### src/rtl/uart_rx_deframe_if.sv
// Signal bundle between the baud/line side and the UART receive deframer.
// The master side drives tick, line and parity mode; the slave side returns sampled fields.
interface uart_rx_deframe_if;
    logic       baud_tick;
    logic       rx_in;
    logic [1:0] parity_type;
    logic [7:0] raw_data;
    logic       parity_bit;
    logic       start_bit;
    logic       stop_bit;
    logic       recieved_flag;
    logic       active_flag;

    modport master (
        output baud_tick, rx_in, parity_type,
        input  raw_data, parity_bit, start_bit, stop_bit,
        input  recieved_flag, active_flag
    );

    modport slave (
        input  baud_tick, rx_in, parity_type,
        output raw_data, parity_bit, start_bit, stop_bit,
        output recieved_flag, active_flag
    );
endinterface

### src/rtl/uart_rx_deframe.sv
// UART receive deframer: oversampled start/data/parity/stop field capture.
// Optional RX_MAJORITY_VOTE_EN: each bit is the majority of three samples ending at centre.
module uart_rx_deframe #(
    parameter int OVERSAMPLE = 16
) (
    input logic              clock,
    input logic              reset_n,
    uart_rx_deframe_if.slave rx
);

    localparam int CW = $clog2(OVERSAMPLE);
    localparam logic [CW-1:0] CENTRE = CW'(OVERSAMPLE / 2 - 1);
    localparam logic [CW-1:0] LAST   = CW'(OVERSAMPLE - 1);

    typedef enum logic [2:0] {
        S_IDLE,
        S_START,
        S_DATA,
        S_PARITY,
        S_STOP
    } state_t;

    state_t        state_q, state_d;
    logic [CW-1:0] tick_cnt_q, tick_cnt_d;
    logic [2:0]    bit_cnt_q, bit_cnt_d;
    logic [7:0]    shift_q, shift_d;
    logic          par_en_q, par_en_d;
    logic          start_hold_q, start_hold_d;
    logic          par_hold_q, par_hold_d;
    logic [7:0]    raw_q, raw_d;
    logic          par_out_q, par_out_d;
    logic          start_out_q, start_out_d;
    logic          stop_out_q, stop_out_d;
    logic          flag_q, flag_d;
    logic          active_q, active_d;

    logic          sync1_q, sync2_q;
    logic          rx_s;
    logic          rx_prev_q;
    logic          bit_val;

    assign rx_s = sync2_q;

    // Two-flop synchroniser for the asynchronous serial line
    always_ff @(posedge clock) begin
        if (!reset_n) begin
            sync1_q <= 1'b1;
            sync2_q <= 1'b1;
        end else begin
            sync1_q <= rx.rx_in;
            sync2_q <= sync1_q;
        end
    end

`ifdef RX_MAJORITY_VOTE_EN
    logic rx_prev2_q;

    // Two-tick line history: edge detection and the vote window
    always_ff @(posedge clock) begin
        if (!reset_n) begin
            rx_prev_q  <= 1'b1;
            rx_prev2_q <= 1'b1;
        end else if (rx.baud_tick) begin
            rx_prev_q  <= rx_s;
            rx_prev2_q <= rx_prev_q;
        end
    end

    assign bit_val = (rx_prev2_q & rx_prev_q) |
                     (rx_prev2_q & rx_s) |
                     (rx_prev_q & rx_s);
`else
    // Previous-tick line value for falling-edge detection
    always_ff @(posedge clock) begin
        if (!reset_n) begin
            rx_prev_q <= 1'b1;
        end else if (rx.baud_tick) begin
            rx_prev_q <= rx_s;
        end
    end

    assign bit_val = rx_s;
`endif

    // Frame FSM and field capture registers
    always_ff @(posedge clock) begin
        if (!reset_n) begin
            state_q      <= S_IDLE;
            tick_cnt_q   <= '0;
            bit_cnt_q    <= '0;
            shift_q      <= '0;
            par_en_q     <= 1'b0;
            start_hold_q <= 1'b0;
            par_hold_q   <= 1'b0;
            raw_q        <= 8'h00;
            par_out_q    <= 1'b0;
            start_out_q  <= 1'b0;
            stop_out_q   <= 1'b1;
            flag_q       <= 1'b0;
            active_q     <= 1'b0;
        end else begin
            state_q      <= state_d;
            tick_cnt_q   <= tick_cnt_d;
            bit_cnt_q    <= bit_cnt_d;
            shift_q      <= shift_d;
            par_en_q     <= par_en_d;
            start_hold_q <= start_hold_d;
            par_hold_q   <= par_hold_d;
            raw_q        <= raw_d;
            par_out_q    <= par_out_d;
            start_out_q  <= start_out_d;
            stop_out_q   <= stop_out_d;
            flag_q       <= flag_d;
            active_q     <= active_d;
        end
    end

    // Next-state: advance only on baud ticks, sample at bit centres
    always_comb begin
        state_d      = state_q;
        tick_cnt_d   = tick_cnt_q;
        bit_cnt_d    = bit_cnt_q;
        shift_d      = shift_q;
        par_en_d     = par_en_q;
        start_hold_d = start_hold_q;
        par_hold_d   = par_hold_q;
        raw_d        = raw_q;
        par_out_d    = par_out_q;
        start_out_d  = start_out_q;
        stop_out_d   = stop_out_q;
        flag_d       = 1'b0;
        active_d     = active_q;

        if (rx.baud_tick) begin
            unique case (state_q)
                S_IDLE: begin
                    if (rx_prev_q && !rx_s) begin
                        state_d    = S_START;
                        tick_cnt_d = '0;
                        par_en_d   = ^rx.parity_type;
                        active_d   = 1'b1;
                    end
                end
                S_START: begin
                    if (tick_cnt_q == CENTRE) begin
                        start_hold_d = bit_val;
                        tick_cnt_d   = '0;
                        bit_cnt_d    = '0;
                        state_d      = S_DATA;
                    end else begin
                        tick_cnt_d = tick_cnt_q + CW'(1);
                    end
                end
                S_DATA: begin
                    if (tick_cnt_q == LAST) begin
                        shift_d    = {bit_val, shift_q[7:1]};
                        tick_cnt_d = '0;
                        bit_cnt_d  = bit_cnt_q + 3'd1;
                        if (bit_cnt_q == 3'd7) begin
                            state_d = par_en_q ? S_PARITY : S_STOP;
                        end
                    end else begin
                        tick_cnt_d = tick_cnt_q + CW'(1);
                    end
                end
                S_PARITY: begin
                    if (tick_cnt_q == LAST) begin
                        par_hold_d = bit_val;
                        tick_cnt_d = '0;
                        state_d    = S_STOP;
                    end else begin
                        tick_cnt_d = tick_cnt_q + CW'(1);
                    end
                end
                S_STOP: begin
                    if (tick_cnt_q == LAST) begin
                        raw_d       = shift_q;
                        start_out_d = start_hold_q;
                        par_out_d   = par_en_q ? par_hold_q : 1'b0;
                        stop_out_d  = bit_val;
                        flag_d      = 1'b1;
                        active_d    = 1'b0;
                        tick_cnt_d  = '0;
                        state_d     = S_IDLE;
                    end else begin
                        tick_cnt_d = tick_cnt_q + CW'(1);
                    end
                end
                default: begin
                    state_d = S_IDLE;
                end
            endcase
        end
    end

    assign rx.raw_data      = raw_q;
    assign rx.parity_bit    = par_out_q;
    assign rx.start_bit     = start_out_q;
    assign rx.stop_bit      = stop_out_q;
    assign rx.recieved_flag = flag_q;
    assign rx.active_flag   = active_q;

endmodule
### src/flat_wrapper.sv
// flat-port wrapper written by rule: the top's interface ports become plain ports
module uart_rx_deframe_flat 
#(
    parameter int OVERSAMPLE = 16
)
  (clock, reset_n, rx_baud_tick, rx_rx_in, rx_parity_type, rx_raw_data, rx_parity_bit, rx_start_bit, rx_stop_bit, rx_recieved_flag, rx_active_flag);
  uart_rx_deframe_if rx_i ();
  input logic clock;
  input logic reset_n;
  input wire logic [$bits(rx_i.baud_tick)-1:0] rx_baud_tick;
  input wire logic [$bits(rx_i.rx_in)-1:0] rx_rx_in;
  input wire logic [$bits(rx_i.parity_type)-1:0] rx_parity_type;
  output wire logic [$bits(rx_i.raw_data)-1:0] rx_raw_data;
  output wire logic [$bits(rx_i.parity_bit)-1:0] rx_parity_bit;
  output wire logic [$bits(rx_i.start_bit)-1:0] rx_start_bit;
  output wire logic [$bits(rx_i.stop_bit)-1:0] rx_stop_bit;
  output wire logic [$bits(rx_i.recieved_flag)-1:0] rx_recieved_flag;
  output wire logic [$bits(rx_i.active_flag)-1:0] rx_active_flag;
  assign rx_i.baud_tick = rx_baud_tick;
  assign rx_i.rx_in = rx_rx_in;
  assign rx_i.parity_type = rx_parity_type;
  assign rx_raw_data = rx_i.raw_data;
  assign rx_parity_bit = rx_i.parity_bit;
  assign rx_start_bit = rx_i.start_bit;
  assign rx_stop_bit = rx_i.stop_bit;
  assign rx_recieved_flag = rx_i.recieved_flag;
  assign rx_active_flag = rx_i.active_flag;
  uart_rx_deframe #(.OVERSAMPLE(OVERSAMPLE)) u_core (.clock(clock), .reset_n(reset_n), .rx(rx_i));
endmodule
### config.mk
export PLATFORM = sky130hd
export DESIGN_NAME = uart_rx_deframe_flat
export DESIGN_NICKNAME = d
export VERILOG_FILES = /design/src/rtl/uart_rx_deframe_if.sv /design/src/rtl/uart_rx_deframe.sv /design/src/flat_wrapper.sv
export SDC_FILE = /design/constraint.sdc
export NUM_CORES = 1
export LEC_CHECK = 0
export ABC_AREA = 1
export BUFFER_PORTS_ARGS = -buffer_cell sky130_fd_sc_hd__buf_4
export CAP_MARGIN = 20
export CORE_UTILIZATION = 45
export CTS_BUF_LIST = sky130_fd_sc_hd__clkbuf_4
export DETAILED_ROUTE_END_ITERATION = 16
export MAX_ROUTING_LAYER = met4
export PLACE_DENSITY = 0.76
export SLEW_MARGIN = 0
export SYNTH_ARGS = -nofsm -noshare
export SYNTH_HDL_FRONTEND = slang
export SYNTH_SLANG_ARGS = --single-unit
### constraint.sdc
create_clock -name clock -period 2.3 [get_ports clock]
set_input_delay 0.115 -clock clock [delete_from_list [all_inputs] [get_ports clock]]
set_output_delay 0.115 -clock clock [all_outputs]
set_load 0.02 [all_outputs]
==> After elaboration in Yosys (flattened, before gate mapping) <==
Cells that the tools add are included.
{ "totals": {"reg_bits": 37, "mem_bits_rw": 0, "memories": 0, "latch_bits": 0, "out_inout_bits": 13, "mem_bits_ro": 0} }
{ "op_classes": {"order_cmp": 0, "multipliers": 0, "n_div": 0, "n_eq_ne": 13, "shifts": 0, "addsub": 2, "n_reduce_logical": 18, "n_bitwise": 0, "mux": 20} }
{ "op_table": {"columns": ["operator", "n"], "rows": [
  ["two-way mux 3 bit", 9],
  ["AND reduction 3 bit", 7],
  ["one-hot mux 3 bit (5 select lines)", 1],
  ["two-way mux 4 bit", 3],
  ["inequality test 2 x 1 -> 1 bit (second input constant)", 6],
  ["one-hot mux 4 bit (3 select lines)", 1],
  ["AND reduction 4 bit", 2],
  ["AND reduction 7 bit", 1],
  ["== test 3 x 2 -> 1 bit (second input constant)", 2],
  ["== test 3 bit (second input constant)", 2],
  ["one-hot mux 3 bit (2 select lines)", 1],
  ["adder 4 x 1 -> 4 bit (second input constant)", 1],
  ["== test 4 x 3 -> 1 bit (second input constant)", 1],
  ["== test 4 bit (second input constant)", 1],
  ["two-way mux 1 bit", 4],
  ["nonzero test 2 bit", 2],
  ["adder 3 x 1 -> 3 bit (second input constant)", 1],
  ["== test 3 x 1 -> 1 bit (second input constant)", 1],
  ["zero test 3 bit", 1],
  ["nonzero test 3 bit", 1],
  ["OR reduction 3 bit", 1],
  ["one-hot mux 1 bit (2 select lines)", 1],
  ["XOR reduction 2 bit", 1],
  ["logical AND 1 bit", 1],
  ["zero test 1 bit", 1]
]} }

==> Depth between registers and ports, before layout <==
{ "logic_depth": {"depth_word": 4, "mapped_depth": 10, "mapped_depth_nobuf": 10} }

==> Worst setup path after synthesis <==
Ideal clock, no wire load.
{ "synth_timing": {"path_kind": "register to register", "start": "register u_core.tick_cnt_q[0]", "end": "register u_core.shift_q[0]", "arrival_ns": 1.242, "stages_incl_launch_ff": 7, "required_time_ns": 2.181, "period_less_slack_ns": 1.362, "path_buffers": 0, "setup_slack_ns": 0.938, "cell_sequence": "dfxtp_1 ha_1 nand4_2 nor2_2 inv_1 o21ai_0 a21oi_1"} }
{ "synth_between": {"elab_chain_len": 2} }
{ "synth_rtl": {"columns": ["element", "line", "rtl"], "rows": [
  ["from (decl)", "uart_rx_deframe.sv:24", "logic [CW-1:0] tick_cnt_q, tick_cnt_d;"],
  ["from (signal assigned)", "uart_rx_deframe.sv:103", "tick_cnt_q <= tick_cnt_d;"],
  ["== test 4 bit", "uart_rx_deframe.sv:155", "if (tick_cnt_q == LAST) begin"],
  ["AND reduction 3 bit (no line)", null, null],
  ["to (signal assigned)", "uart_rx_deframe.sv:105", "shift_q <= shift_d;"],
  ["to (decl)", "uart_rx_deframe.sv:26", "logic [7:0] shift_q, shift_d;"]
]} }
Every way passes these cells.
A chain may end at the register's enable or synchronous reset.

==> Worst setup path after layout <==
{ "layout_timing": {"start": "register u_core.tick_cnt_q[0]", "end": "register u_core.raw_q[6], in the netlist u_core.rx.raw_data[6]"} }
{ "layout_between": {"elab_chain_len": 2} }
{ "layout_rtl": {"columns": ["element", "line", "rtl"], "rows": [
  ["== test 4 bit", "uart_rx_deframe.sv:176", "if (tick_cnt_q == LAST) begin"],
  ["AND reduction 3 bit (no line)", null, null],
  ["to (signal assigned)", "uart_rx_deframe.sv:109", "raw_q <= raw_d;"],
  ["to (decl)", "uart_rx_deframe.sv:30", "logic [7:0] raw_q, raw_d;"]
]} }
Every way passes these cells.

==> PnR_summary.wiki <==
{| class="wikitable"
! Metric !! Value
|-
| CTS Buffer Depth || 2
|-
| Transition at the pin with the smallest max-transition slack || 0.470 ns
|-
| Multi-input logic area || 703 um^2
|-
| Finish-stage setup viols || 0
|-
| Layout cell share with drive strength beyond 1 || 16.1%
|-
| Horizontal extent of the die || 60.7 um
|-
| Vias after detailed routing || 1371
|-
| Drt total wl || 3000 um
|-
| Number of fill cells || 315
|-
| Layer with the highest usage || met2
|-
| Data required time at the worst endpoint || 2.58 ns
|-
| Capturing element type of the critical path || register
|-
| RSZ-0062 raised after global routing || no
|-
| Met1 GRT Util || 24.3%
|-
| Final period demand of the worst path || 1.65 ns
|-
| GR met2 Demand/Resource || 28.4%
|-
| Critical path launch point type || register
|-
| Final net count || 244
|-
| Cell area after synthesis || 1550 um^2
|-
| Inserted Diodes || 0
|-
| Min-delay worst type || in2reg
|-
| Maximum resistive drop on vdd || 0.425 mV
|-
| Worst setup path category || reg2reg
|-
| Syn Nets || 220
|-
| Post-Place Setup Slack || 0.693 ns
|-
| Clock tree root buffer cell || sky130_fd_sc_hd__clkbuf_4
|-
| Static leakage power || 0.839 nW
|-
| Die Footprint || 3690 um^2
|-
| Register area || 741 um^2
|-
| Final hold violation count || 0
|-
| Predominant post-synthesis flop cell || sky130_fd_sc_hd__dfxtp_1
|-
| TritonCTS clock tree || built
|-
| Number of synthesized flops with an enable pin || 0
|-
| Largest driver fanout on the critical path || 6
|-
| Vertical die dimension || 60.7 um
|-
| Synth Warn # || 0
|-
| Clock slew at the register clock pins of the worst setup and hold paths || 0.12 ns
|-
| GPL Wtd Cong || 0.956
|-
| Part of the cycle the worst path needs || 71.6%
|-
| Wire length of the first global-routing pass || 4970 um
|-
| Share of async-settable or async-resettable flops after synthesis || 0%
|-
| Number of violations reported at the end of detailed-routing iteration 0 || 38
|-
| Arrival time worst endpoint || 1.93 ns
|-
| Area growth, synth to finish || 17.6%
|-
| Initial cell density of the core || 49.2%
|-
| Global-route congestion overflow total || 0
|-
| Number of rows created at floorplan || 20
|-
| Post-route ant nets || 0
|-
| Port bufs || 18
|-
| Clock Sink Count || 37
|-
| Vias in the first global route || 1160
|-
| Remaining DRCs || 0
|-
| Power density cells || 776 nW/um^2
|-
| Syn Inst Count || 211
|-
| Count of TritonRoute iterations in the first routing pass || 4
|-
| All-layer global routing usage || 19.4%
|-
| Launching element of the worst setup path || u_core.tick_cnt_q[0]
|-
| Achievable Freq || 607 MHz
|-
| Largest net degree at the start of global routing || 18
|-
| Number of antenna violations at the first check in global routing || 0
|-
| Per-cell routed wire length || 10.7 um
|-
| M3 GR Usage || 4.90%
|-
| HP Start || rx_parity_type[0]
|-
| Clock latency of the later-clocked register in the worst-skew pair || 0.35 ns
|-
| Number of levels in the clock H-tree || 2
|-
| Final setup slack of the worst path || 0.654 ns
|-
| Core area || 3150 um^2
|-
| Seq/Total Area, Yosys || 47.7%
|-
| Total of flip-flops plus latches after synthesis || 37
|-
| Final Skew || 0.0161 ns
|-
| Max cap viols || 0
|-
| I/O pins || 19
|-
| Max-slew violations || 0
|-
| Max transition margin || 68.6%
|-
| Origin of the critical flop-to-flop path || u_core.tick_cnt_q[0]
|-
| Number of distinct library cells after synthesis || 27
|-
| Number of CTS-inserted buffers || 5
|-
| Mean area per synthesized cell || 7.36 um^2
|-
| Vias per cell || 4.90
|-
| Post-route setup TNS || 0 ns
|-
| Run status || completed
|-
| Half-perimeter wire length after placement || 2240 um
|}
metrics by stage:
stage                     hold slack (ns)  utilization, %  instance area (um^2)  instances  total power (W)
after floorplan                     0.222               -                  1550        211         0.000906
after global placement              0.302            55.0                  1730        271         0.000967
after detailed placement            0.308            55.0                  1730        271         0.000969
after CTS                          0.0333            57.9                  1830        280          0.00143
after global routing               0.0513            57.9                  1830        280          0.00150
final                              0.0411            57.9                  1830        280          0.00142
cell usage in the layout, fill, tap and decap left out, types with 2 or more instances in the layout:
| cell | netlist | layout |
|---|---|---|
| sky130_fd_sc_hd__a21oi_1 | 19 | 19 |
| sky130_fd_sc_hd__buf_4 | 0 | 20 |
| sky130_fd_sc_hd__clkbuf_4 | 0 | 5 |
| sky130_fd_sc_hd__dfxtp_1 | 37 | 37 |
| sky130_fd_sc_hd__ha_1 | 3 | 3 |
| sky130_fd_sc_hd__inv_1 | 19 | 19 |
| sky130_fd_sc_hd__nand2_1 | 56 | 56 |
| sky130_fd_sc_hd__nand3_1 | 11 | 11 |
| sky130_fd_sc_hd__nor2_1 | 28 | 28 |
| sky130_fd_sc_hd__nor2_2 | 2 | 2 |
| sky130_fd_sc_hd__o211ai_1 | 3 | 3 |
| sky130_fd_sc_hd__o21ai_0 | 15 | 15 |
| sky130_fd_sc_hd__or2_2 | 2 | 2 |
worst paths after layout:
path,to,slack [ns],depth (start not counted)
worst min-delay path,u_core.par_en_q,0.04,3
worst max register to register,u_core.rx.raw_data[6],0.65,7
worst max-delay path,u_core.rx.raw_data[6],0.65,7
worst min register to register,u_core.bit_val,0.41,1
sequential cells by signal, indices dropped and copies added, names as in the netlist:
name / cells
u_core.start_hold_q: 1
u_core.state_q: 3
u_core.sync1_q: 1
u_core.rx.raw_data: 8
u_core.par_en_q: 1
u_core.bit_cnt_q: 3
u_core.shift_q: 8
u_core.par_hold_q: 1
u_core.rx.stop_bit: 1
u_core.rx_prev_q: 1
u_core.rx.active_flag: 1
u_core.tick_cnt_q: 4
u_core.rx.start_bit: 1
u_core.rx.parity_bit: 1
u_core.bit_val: 1
u_core.rx.recieved_flag: 1
per-layer routing:
metal | share of wire [%] | up-vias | wire length [um]
met2 | 44 | 29 | 1300
met4 | 2.3 | 0 | 68
met5 | 0 | - | 0
met1 | 49 | 607 | 1480
met3 | 4.9 | 8 | 146
li1 | - | 727 | -
worst max-delay path: stages (launching register included):
cell	delay, ns
sky130_fd_sc_hd__dfxtp_1	0.36
sky130_fd_sc_hd__ha_1	0.25
sky130_fd_sc_hd__nand4_2	0.18
sky130_fd_sc_hd__nor2_1	0.08
sky130_fd_sc_hd__nor2_1	0.37
sky130_fd_sc_hd__buf_4	0.23
sky130_fd_sc_hd__nand2_1	0.05
sky130_fd_sc_hd__o21ai_0	0.06
timing repair:
| item | in CTS | in global routing |
|---|---|---|
| hold buffers | 1 | 0 |
| gates resized for setup | 0 | 0 |
| setup buffers | 0 | 0 |
| endpoints found under the hold margin | 1 | 0 |
where the power goes:
group | switching [W] | internal [W] | total, W
registers | 0.0000277 | 0.000662 | 0.000689
clock network | 0.000228 | 0.000230 | 0.000458
logic | 0.000184 | 0.0000857 | 0.000270
synth_stat cells, drive strengths merged (2+ instances only):
cell type | instances | area, um^2
o21ai | 15 | 75.1
or2 | 2 | 12.5
ha | 3 | 37.5
clkbuf | 2 | 8.75
o211ai | 3 | 22.5
nor3 | 2 | 15.0
nand3 | 12 | 65.1
dfxtp | 37 | 741
buf | 2 | 16.3
inv | 20 | 75.1
nand2 | 56 | 210
clkinv | 2 | 8.75
nor2 | 30 | 118
a21oi | 20 | 104
area by class of cell:
cell class,instances,share of cell area [%]
Sequential cell,37,40.5
Clock inverter,3,2.53
Tap cell,44,3.01
Inverter,22,4.59
Timing Repair Buffer,21,8.77
Clock buffer,5,2.05
Multi-Input combinational cell,148,38.5
kinds of logic after synthesis:
kind of cell / count (synthesis) / share of synthesized area [%]
buffers and inverters: 26 / 7.01
flip-flops: 37 / 47.7
AND/OR/NAND/NOR: 104 / 28.3
AO/OA/AOI/OAI: 39 / 13.5
XOR/XNOR: 2 / 1.13
adder cells (fa/ha/maj): 3 / 2.42
Power figures use the tool's default switching activity.
